**src/rtl/micro_sequencer_pkg.sv**
```systemverilog
// rtl/micro_sequencer_pkg.sv - shared control types for the micro-sequencer and its decoder
//
// Package `control`: sequencer states, CTRL sub-ops, ALU flag selectors,
// micro-instruction field offsets and the control word that drives the
// ALU, memory, bus and register file. No ports.

package control;

  localparam int OPCODE_W = 5;
  localparam int STEP_W   = 4;
  localparam int ADDR_BUS_WIDTH = OPCODE_W + STEP_W;
  localparam int MICRO_INSTRUCTION_WORD_WIDTH = 14;

  // Micro-instruction field offsets (LSB positions)
  localparam int UI_CTRL_BIT   = 13;
  localparam int UI_SUBOP_LSB  = 11;
  localparam int UI_ALU_LSB    = 9;
  localparam int UI_FLAG_LSB   = 9;
  localparam int UI_MEM_LSB    = 6;
  localparam int UI_LOAD_LSB   = 3;
  localparam int UI_EN_LSB     = 0;
  localparam int UI_TARGET_LSB = 0;

  // Register codes 0..3 select rax..rdx; any code with bit 2 set selects nothing.
  localparam logic [2:0] REG_CODE_NONE = 3'd4;

  typedef enum logic [1:0] {
    USEQ_FETCH = 2'd0,
    USEQ_EXEC  = 2'd1,
    USEQ_HALT  = 2'd2
  } useq_state_e;

  typedef enum logic [1:0] {
    SUBOP_END    = 2'd0,
    SUBOP_BRANCH = 2'd1,
    SUBOP_MODE   = 2'd2,
    SUBOP_SYS    = 2'd3
  } ctrl_subop_e;

  typedef enum logic [1:0] {
    FLAG_NONE      = 2'd0,
    FLAG_ZERO      = 2'd1,
    FLAG_CARRY     = 2'd2,
    FLAG_REMAINDER = 2'd3
  } alu_flag_e;

  typedef enum logic [3:0] {
    ALU_NOP = 4'd0,
    ALU_ADD = 4'd1,
    ALU_SUB = 4'd2,
    ALU_AND = 4'd3,
    ALU_OR  = 4'd4,
    ALU_XOR = 4'd5,
    ALU_NOT = 4'd6,
    ALU_SHL = 4'd7,
    ALU_SHR = 4'd8,
    ALU_INC = 4'd9,
    ALU_DEC = 4'd10,
    ALU_MUL = 4'd11,
    ALU_DIV = 4'd12,
    ALU_CMP = 4'd13
  } alu_op_e;

  typedef enum logic [2:0] {
    MEM_NOP   = 3'd0,
    MEM_READ  = 3'd1,
    MEM_WRITE = 3'd2,
    MEM_FETCH = 3'd3
  } memory_op_e;

  // Bit 1 = load, bit 0 = enable, so both can be asserted together.
  typedef enum logic [1:0] {
    REG_NOP         = 2'b00,
    REG_ENABLE      = 2'b01,
    REG_LOAD        = 2'b10,
    REG_LOAD_ENABLE = 2'b11
  } reg_op_e;

  typedef enum logic {
    BUS_DATA = 1'b0,
    BUS_PC   = 1'b1
  } bus_sel_e;

  // All-zero is the NOP control word.
  typedef struct packed {
    alu_op_e    alu_op;
    logic       alu_enable;
    memory_op_e memory_op;
    reg_op_e    rax_op;
    reg_op_e    rbx_op;
    reg_op_e    rcx_op;
    reg_op_e    rdx_op;
    bus_sel_e   bus_selector;
    logic       data_word_selector;
    logic       control_unit_load;
    logic       next_instr;
    logic       reset;
    logic       halt;
  } control_word_t;

endpackage

```
**src/rtl/micro_decoder.sv**
```systemverilog
// rtl/micro_decoder.sv - combinational micro-instruction decoder
//
// Ports:
//   uc_data_i     micro-instruction word from the ROM
//   bus_mode_i    sticky bus selector mode bit
//   dword_mode_i  sticky data word selector mode bit
//   exec_cw_o     control word for an EXEC op (mode bits applied)
//   is_ctrl_o     word is a CTRL op
//   subop_o       CTRL sub-op
//   flag_o        branch condition flag selector
//   target_o      branch target step
//   mode_bus_o    MODE: new bus selector value
//   mode_dword_o  MODE: new data word selector value
//   sys_halt_o    SYS: halt request
//   sys_reset_o   SYS: reset request

module micro_decoder
  import control::*;
(
  input  logic [MICRO_INSTRUCTION_WORD_WIDTH-1:0] uc_data_i,
  input  logic                                    bus_mode_i,
  input  logic                                    dword_mode_i,
  output control_word_t                           exec_cw_o,
  output logic                                    is_ctrl_o,
  output ctrl_subop_e                             subop_o,
  output alu_flag_e                               flag_o,
  output logic [3:0]                              target_o,
  output logic                                    mode_bus_o,
  output logic                                    mode_dword_o,
  output logic                                    sys_halt_o,
  output logic                                    sys_reset_o
);

  logic [2:0] ld_code;
  logic [2:0] en_code;

  assign ld_code = uc_data_i[UI_LOAD_LSB +: 3];
  assign en_code = uc_data_i[UI_EN_LSB +: 3];

  always_comb begin
    exec_cw_o            = '0;
    exec_cw_o.alu_op     = alu_op_e'(uc_data_i[UI_ALU_LSB +: 4]);
    exec_cw_o.alu_enable = (exec_cw_o.alu_op != ALU_NOP);
    exec_cw_o.memory_op  = memory_op_e'(uc_data_i[UI_MEM_LSB +: 3]);
    exec_cw_o.rax_op     = reg_op_e'({ld_code == 3'd0, en_code == 3'd0});
    exec_cw_o.rbx_op     = reg_op_e'({ld_code == 3'd1, en_code == 3'd1});
    exec_cw_o.rcx_op     = reg_op_e'({ld_code == 3'd2, en_code == 3'd2});
    exec_cw_o.rdx_op     = reg_op_e'({ld_code == 3'd3, en_code == 3'd3});
    exec_cw_o.bus_selector       = bus_sel_e'(bus_mode_i);
    exec_cw_o.data_word_selector = dword_mode_i;
  end

  assign is_ctrl_o    = uc_data_i[UI_CTRL_BIT];
  assign subop_o      = ctrl_subop_e'(uc_data_i[UI_SUBOP_LSB +: 2]);
  assign flag_o       = alu_flag_e'(uc_data_i[UI_FLAG_LSB +: 2]);
  assign target_o     = uc_data_i[UI_TARGET_LSB +: 4];
  assign mode_bus_o   = uc_data_i[1];
  assign mode_dword_o = uc_data_i[0];
  assign sys_halt_o   = uc_data_i[1];
  assign sys_reset_o  = uc_data_i[0];

endmodule

```
**src/rtl/micro_sequencer.sv**
```systemverilog
// rtl/micro_sequencer.sv - microcoded control unit: FSM, step counter, mode bits, overflow flag
//
// Optional feature macro: SEQ_SINGLE_STEP_EN (adds step_req; EXEC advances only when set).
//
// Ports:
//   clk, rst                 clock, synchronous active-high reset
//   instr_valid/instr_opcode opcode offered by fetch
//   instr_ready              sequencer in FETCH
//   uc_addr                  ROM address {opcode, step}, combinational
//   uc_data                  registered ROM output
//   zero/carry/remainder_flag ALU flags for micro-branches
//   resume                   leave HALT
//   step_req                 (SEQ_SINGLE_STEP_EN only) advance one micro-op
//   cw                       decoded control word
//   step                     current micro-step
//   halted                   in HALT
//   uc_overflow              sticky: a micro-program ran past its last slot

module micro_sequencer #(
  parameter int OPCODE_W = control::OPCODE_W,
  parameter int STEP_W   = control::STEP_W
) (
  input  logic                                             clk,
  input  logic                                             rst,
  input  logic                                             instr_valid,
  input  logic [OPCODE_W-1:0]                              instr_opcode,
  output logic                                             instr_ready,
  output logic [OPCODE_W+STEP_W-1:0]                       uc_addr,
  input  logic [control::MICRO_INSTRUCTION_WORD_WIDTH-1:0] uc_data,
  input  logic                                             zero_flag,
  input  logic                                             carry_flag,
  input  logic                                             remainder_flag,
  input  logic                                             resume,
`ifdef SEQ_SINGLE_STEP_EN
  input  logic                                             step_req,
`endif
  output control::control_word_t                           cw,
  output logic [STEP_W-1:0]                                step,
  output logic                                             halted,
  output logic                                             uc_overflow
);

  import control::*;

  localparam logic [1:0] ST_FETCH = USEQ_FETCH;
  localparam logic [1:0] ST_EXEC  = USEQ_EXEC;
  localparam logic [1:0] ST_HALT  = USEQ_HALT;

  logic [1:0]          state_q, state_d;
  logic [OPCODE_W-1:0] opcode_q, opcode_d;
  logic [STEP_W-1:0]   step_q, step_d;
  logic                bus_mode_q, bus_mode_d;
  logic                dword_mode_q, dword_mode_d;
  logic                ovf_q, ovf_d;

  control_word_t cw_c;
  control_word_t exec_cw;
  logic          is_ctrl;
  ctrl_subop_e   subop;
  alu_flag_e     flag;
  logic [3:0]    target;
  logic          mode_bus, mode_dword, sys_halt, sys_reset;

  logic advance;
  logic taken;
  logic last_step;
  logic seq_step;
  logic end_instr;

  micro_decoder u_decoder (
    .uc_data_i    (uc_data),
    .bus_mode_i   (bus_mode_q),
    .dword_mode_i (dword_mode_q),
    .exec_cw_o    (exec_cw),
    .is_ctrl_o    (is_ctrl),
    .subop_o      (subop),
    .flag_o       (flag),
    .target_o     (target),
    .mode_bus_o   (mode_bus),
    .mode_dword_o (mode_dword),
    .sys_halt_o   (sys_halt),
    .sys_reset_o  (sys_reset)
  );

`ifdef SEQ_SINGLE_STEP_EN
  assign advance = step_req;
`else
  assign advance = 1'b1;
`endif

  always_comb begin
    case (flag)
      FLAG_NONE:      taken = 1'b1;
      FLAG_ZERO:      taken = zero_flag;
      FLAG_CARRY:     taken = carry_flag;
      FLAG_REMAINDER: taken = remainder_flag;
      default:        taken = 1'b0;
    endcase
  end

  assign last_step = (step_q == {STEP_W{1'b1}});

  always_comb begin
    state_d      = state_q;
    opcode_d     = opcode_q;
    step_d       = step_q;
    bus_mode_d   = bus_mode_q;
    dword_mode_d = dword_mode_q;
    ovf_d        = ovf_q;
    cw_c         = '0;
    seq_step     = 1'b0;
    end_instr    = 1'b0;

    unique case (state_q)
      ST_FETCH: begin
        if (instr_valid) begin
          cw_c.control_unit_load = 1'b1;
          opcode_d = instr_opcode;
          step_d   = '0;
          state_d  = ST_EXEC;
        end
      end

      ST_EXEC: begin
        // Without advance the step is held, so uc_addr re-reads the same word.
        if (advance) begin
          if (!is_ctrl) begin
            cw_c     = exec_cw;
            seq_step = 1'b1;
          end else begin
            case (subop)
              SUBOP_END: end_instr = 1'b1;
              SUBOP_BRANCH: begin
                if (taken) step_d = STEP_W'(target);
                else       seq_step = 1'b1;
              end
              SUBOP_MODE: begin
                bus_mode_d   = mode_bus;
                dword_mode_d = mode_dword;
                seq_step     = 1'b1;
              end
              SUBOP_SYS: begin
                if (sys_halt) begin
                  state_d = ST_HALT;
                  step_d  = '0;
                end else if (sys_reset) begin
                  cw_c.reset   = 1'b1;
                  bus_mode_d   = 1'b0;
                  dword_mode_d = 1'b0;
                  state_d      = ST_FETCH;
                  step_d       = '0;
                end else begin
                  seq_step = 1'b1;
                end
              end
              default: end_instr = 1'b1;
            endcase
          end

          // Sequencing past the last slot never wraps: it ends the
          // instruction with the END control word and flags the overflow.
          if (seq_step) begin
            if (last_step) begin
              ovf_d     = 1'b1;
              end_instr = 1'b1;
            end else begin
              step_d = step_q + 1'b1;
            end
          end

          if (end_instr) begin
            cw_c            = '0;
            cw_c.next_instr = 1'b1;
            state_d         = ST_FETCH;
            step_d          = '0;
          end
        end
      end

      ST_HALT: begin
        cw_c.halt = 1'b1;
        if (resume) state_d = ST_FETCH;
      end

      default: state_d = ST_FETCH;
    endcase
  end

  // In EXEC the address is the step being moved to, giving one micro-op per cycle.
  assign uc_addr = (state_q == ST_FETCH) ? {instr_opcode, {STEP_W{1'b0}}}
                                         : {opcode_q, step_d};

  assign cw          = rst ? '0 : cw_c;
  assign instr_ready = (state_q == ST_FETCH);
  assign halted      = (state_q == ST_HALT);
  assign step        = step_q;
  assign uc_overflow = ovf_q;

  always_ff @(posedge clk) begin
    if (rst) begin
      state_q      <= ST_FETCH;
      opcode_q     <= '0;
      step_q       <= '0;
      bus_mode_q   <= 1'b0;
      dword_mode_q <= 1'b0;
      ovf_q        <= 1'b0;
    end else begin
      state_q      <= state_d;
      opcode_q     <= opcode_d;
      step_q       <= step_d;
      bus_mode_q   <= bus_mode_d;
      dword_mode_q <= dword_mode_d;
      ovf_q        <= ovf_d;
    end
  end

endmodule

```
**config.mk**
```make
export PLATFORM = sky130hd
export DESIGN_NAME = micro_sequencer
export DESIGN_NICKNAME = d
export VERILOG_FILES = /design/src/rtl/micro_sequencer_pkg.sv /design/src/rtl/micro_decoder.sv /design/src/rtl/micro_sequencer.sv
export SDC_FILE = /design/constraint.sdc
export NUM_CORES = 1
export LEC_CHECK = 0
export CAP_MARGIN = 15
export CORE_AREA = 3 3 63 65
export DETAILED_ROUTE_END_ITERATION = 10
export DIE_AREA = 0 0 66 68
export PLACE_DENSITY = 0.74
export SYNTH_ARGS = -nofsm -noshare
export SYNTH_HDL_FRONTEND = slang
export SYNTH_SLANG_ARGS = --single-unit
```
**constraint.sdc**
```tcl
create_clock -name clk -period 2.11 [get_ports clk]
set_input_delay 0.211 -clock clk [delete_from_list [all_inputs] [get_ports clk]]
set_output_delay 0.211 -clock clk [all_outputs]
set_load 0.02 [all_outputs]
```
== Word-level counts from Yosys, hierarchy flattened ==
Index checks and enable logic that the tools add are counted.
Operators by class
  add/subtract/negate cells: 1
  reductions and logical operators: 11
  multiplexer cells: 47
  div/mod/pow operators: 0
  eq/ne operators: 22
  order comparisons: 0
  shifts and indexed selects: 0
  multipliers: 0
  bitwise operators: 0
Operators with widths (count)
  2-to-1 mux 22 bit: 2
  2-to-1 mux 4 bit: 8
  2-to-1 mux 20 bit: 1
  2-to-1 mux 18 bit: 1
  2-to-1 mux 1 bit: 17
  2-to-1 mux 2 bit: 8
  one-hot mux 4 bit (2 select lines): 2
  == test 3 x 2 -> 1 bit, second input constant: 4
  == test 2 bit, second input constant: 5
  AND reduction 5 bit: 2
  2-to-1 mux 9 bit: 1
  inequality test 2 bit, second input constant: 4
  one-hot mux 1 bit (2 select lines): 4
  == test 2 x 1 -> 1 bit, second input constant: 3
  == test 3 x 1 -> 1 bit, second input constant: 2
  logical NOT 2 bit: 3
  logical NOT 3 bit: 2
  one-hot mux 2 bit (3 select lines): 1
  adder 4 x 1 -> 4 bit, second input constant: 1
  == test 4 bit, second input constant: 1
  inequality test 4 bit, second input constant: 1
  one-hot mux 1 bit (4 select lines): 1
  nonzero test 4 bit: 1
  inequality test 3 x 2 -> 1 bit, second input constant: 1
  other kinds (5): 5
Word-level totals
  word-level logic and storage cells: 87
  output and inout bits: 38
  latch bits: 0
  memories: 0
  memory bits (read-only): 0
  memory bits (writable): 0
  bits of input ports: 26
  register bits after elaboration: 14

== Longest topological paths before layout ==
  depth after elaboration: 11
  depth in mapped cells: 7
  gate-level depth less buffers: 5

== By module ==
From an unflattened synthesis, not the netlist that was laid out.
Unflattened totals
  cell total of the unflattened synthesis: 191
  area, all modules: 1498.9 µm²
By module, submodules not included
  micro_sequencer: seq. area each 280.3 µm², times used 1, area each 1234.9 µm², cells an instance 155
  micro_decoder: seq. area each 0.0 µm², times used 1, area each 264.0 µm², cells an instance 36

== Worst setup path after synthesis ==
Ideal clock, no wire load.
  path kind: reg2out
  from: reg step_q[0] (netlist: step[0])
  to: out cw[11] in the netlist's numbering
  stages on the path, launching flop included: 7
  path buffers: 2
  arrival: 2.234 ns
  path slack: -0.335 ns
  data required time: 1.899 ns
  path through: dfxtp_1 > ha_1 > and3_2 > buf_6 > a2111o_1 > buf_6 > nor4b_1
RTL lines
  from (decl): RTL line micro_sequencer.sv:51  | logic [STEP_W-1:0] step_q, step_d;
  from (signal assigned): RTL line micro_sequencer.sv:210  | step_q <= step_d;
  to (decl): RTL line micro_sequencer.sv:37  | output control::control_word_t cw,

== Worst setup path after layout ==
  from: in carry_flag
  to: out uc_addr[1]
On the way
  longest elaborated chain between the ends: 10
  elaborated cells on any way between the ends: 15
  those cells by class: mux: 15
RTL lines
  from (decl): RTL line micro_sequencer.sv:31  | input logic carry_flag,
  one-hot mux 1 bit (4 select lines) (*): RTL line micro_sequencer.sv:92  | case (flag)
  2-to-1 mux 1 bit: RTL line micro_sequencer.sv:134  | if (taken) step_d = STEP_W'(target);
  one-hot mux 1 bit (3 select lines): RTL line micro_sequencer.sv:131  | case (subop)
  2-to-1 mux 1 bit: RTL line micro_sequencer.sv:127  | if (!is_ctrl) begin
  2-to-1 mux 1 bit: RTL line micro_sequencer.sv:114  | unique case (state_q)
  2-to-1 mux 1 bit: RTL line micro_sequencer.sv:162  | if (seq_step) begin
  2-to-1 mux 1 bit: RTL line micro_sequencer.sv:114
  2-to-1 mux 4 bit (*): RTL line micro_sequencer.sv:171  | if (end_instr) begin
  one-hot mux 4 bit (2 select lines) (*): RTL line micro_sequencer.sv:114
  2-to-1 mux 9 bit (*): RTL line micro_sequencer.sv:190  | assign uc_addr = (state_q == ST_FETCH) ? {instr_opcode, {STEP_W{1'b0}}}
  to (decl): RTL line micro_sequencer.sv:28  | output logic [OPCODE_W+STEP_W-1:0] uc_addr,
Mark *: on every way between the ends. The rest lies on a longest branch, timed or not. The select of a mux whose other input is x is not followed.

==> flow_summary.json <==
{
  "status": "completed",
  "tritoncts": "done",
  "syn-num-nets": 188,
  "via_count": 1734,
  "final_cells": 325,
  "synth.distinct_cells": 48,
  "met1_usage": 0.261,
  "dieArea_sq_mm": 0.00449,
  "met2_usage": 0.434,
  "startpoint_type": "input port",
  "insertion_delay_ns": 0.28,
  "slew_headroom": 0.725,
  "fin_setup_tns_ns": 0,
  "crit_type": "input port to primary output",
  "drive_gt1_frac": 0.559,
  "ys.flop_type": "dfxtp_1",
  "drv_slew": 0,
  "use_met3": 0.0345,
  "drc": 0,
  "cts_root_buf": "clkbuf_4",
  "hold_class": "flop to flop",
  "maxCapViolations": 0,
  "grt_setup_unrepaired": "true",
  "period_needed_ns": 2.10,
  "die_h_microns": 68,
  "io_buffer_count": 63,
  "dpl_cell_area_sq_mm": 0.00228,
  "netlist_area_sq_mm": 0.00129,
  "busiest_layer": "met2",
  "track_usage": 0.227,
  "fillers": 224,
  "hpwlAfterDp_microns": 3430,
  "die_w_microns": 66,
  "synth_edf_count": 0,
  "clock_path_buffers": 2,
  "netlist_instances": 161,
  "yosysSeqAreaShare": 0.216,
  "crit_arrival_ns": 1.89,
  "ys_warn_count": 0,
  "multi_input_area_sq_mm": 0.00118,
  "fmax_mhz": 476,
  "worstMarginPinSlew_ns": 0.412,
  "clk_pin_slew_worst_paths_ns": 0.08,
  "antenna_found_initial": 0,
  "skew_ns": 0.00299,
  "h-tree-depth": 1,
  "initial_core_util": 0.382,
  "first_pass_iters": 4,
  "ios": 64,
  "powerDensity_mw_per_mm2": 347,
  "gp_congestion": 0.883,
  "cts_sinks": 14,
  "crit_fanout": 3,
  "wl_per_cell_microns": 15.6,
  "setup_viol": 0,
  "detail-route-antenna-nets": 0,
  "gr-total-overflow": 0,
  "final_hold_viol_count": 0,
  "syn_to_final_growth_pct": 105,
  "wirelength_microns": 5070,
  "rows": 21,
  "postLayoutCellArea_sq_mm": 0.00265,
  "fin_hold_ws_ns": 0.459,
  "diodes": 0,
  "synthArstFlopShare": 0,
  "dp_cells": 308,
  "syn_area_per_cell_sq_um": 8.04,
  "grt_pass1_wl_microns": 8020,
  "ir_drop_mv": 0.312,
  "nets": 307,
  "core_sq_mm": 0.00339,
  "cts_buffers": 3,
  "regArea_sq_um": 285,
  "p_leak_nw": 1.15,
  "fin_crit_sh": 0.995,
  "grt_max_degree": 14,
  "required_ns": 1.90,
  "avgViaCountPerCell": 5.34,
  "ys_seq_elements": 14,
  "endpoint_kind": "primary output",
  "grt_pass1_vias": 1759,
  "drt_iter0_markers": 87
}
==> cell families (layout without fill, tap and decap cells) <==
logic type / Yosys count / count (layout) / synth area share
AND/OR/NAND/NOR: 79 / 79 / 0.333
AO/OA/AOI/OAI: 44 / 45 / 0.277
flip-flops: 14 / 14 / 0.216
buffers and inverters: 14 / 131 / 0.0831
multiplexers: 9 / 9 / 0.0802
adder cells (fa/ha/maj): 1 / 1 / 0.00966
==> cell usage in the layout, fill, tap and decap left out, types with 3 or more instances in the layout <==
master | Yosys | layout
a21oi_1 | 10 | 8
a221oi_2 | 0 | 4
and2_4 | 0 | 7
buf_2 | 0 | 9
buf_4 | 0 | 59
buf_6 | 3 | 19
clkbuf_4 | 0 | 3
clkdlybuf4s50_1 | 0 | 21
dfxtp_1 | 14 | 10
dfxtp_2 | 0 | 4
dlygate4sd2_1 | 0 | 8
dlymetal6s2s_1 | 0 | 3
inv_1 | 3 | 3
mux2_2 | 8 | 8
nand2_1 | 15 | 13
nand2b_1 | 3 | 3
nand3_1 | 8 | 7
nor2_1 | 12 | 11
nor2b_1 | 5 | 3
nor3_1 | 11 | 8
o21ai_0 | 4 | 3
o21bai_1 | 3 | 3
==> per-layer routing <==
metal / part of all wire / vias up
met2: 0.53 / 61
met5: 0 / -
li1: - / 850
met1: 0.39 / 815
met3: 0.065 / 8
met4: 0.014 / 0
==> cell usage after synthesis, types with 5 or more instances <==
master / number / area (sq um)
a21oi_1: 10 / 50.1
nor2b_1: 5 / 31.3
and2_1: 8 / 50.1
nand3_1: 8 / 40.0
a221oi_1: 5 / 43.8
nor2_1: 12 / 45.0
dfxtp_1: 14 / 280
nor3_1: 11 / 55.1
nand2_1: 15 / 56.3
mux2_2: 8 / 90.1
==> per-stage QoR <==
step                       util  worst slack [ns]  power (mW)
final                     0.781           0.00960       0.920
after global routing      0.781           -0.0698       0.972
after CTS                 0.717           -0.0454       0.881
after detailed placement  0.672            -0.892       0.657
after global placement    0.672            -0.864       0.652
after floorplan               -            -0.232       0.466
==> flip-flops by register name (all words and copies together), names as in the netlist <==
signal	count
bus_mode_q	1
step	4
state_q	2
opcode_q	5
dword_mode_q	1
uc_overflow	1
==> layout make-up <==
| type | instances | area share |
|---|---|---|
| flip-flops and latches | 14 | 0.108 |
| repair buffers | 124 | 0.406 |
| multi-input cells | 134 | 0.447 |
| inverters | 3 | 0.00425 |
| clock buffers | 4 | 0.0137 |
| well taps | 46 | 0.0217 |
==> worst max-delay path, cell delays in order <==
cell and delay, ns:
dlygate4sd2_1 0.26, nor3b_4 0.36, buf_12 0.16, a21oi_4 0.04
mux2_2 0.28, a221oi_2 0.32, nor3_1 0.09, buf_4 0.17
==> worst paths after layout <==
path	start	endpoint	slack (ns)	depth (start not counted)
min	opcode_q[2]$_SDFFE_PP0P_	opcode_q[2]$_SDFFE_PP0P_	0.46	2
max	carry_flag	uc_addr[1]	0.01	8
max reg2reg	step[0]$_SDFF_PP0_	step[2]$_SDFF_PP0_	0.35	7
min reg2reg	opcode_q[2]$_SDFFE_PP0P_	opcode_q[2]$_SDFFE_PP0P_	0.46	2
==> power breakdown <==
group	switching [mW]	total (mW)	internal, mW
clock network	0.0853	0.190	0.105
logic	0.213	0.444	0.231
registers	0.00851	0.285	0.277
total	0.307	0.920	0.613
==> repair_timing <==
item                       CTS  global route
gates cloned                 1             0
hold buffers                 0             0
resized for setup          183            56
setup endpoints to repair   29            25
pin swaps                   18            16
buffers inserted             9             3
No activity file was read; power rests on OpenSTA's default activity.
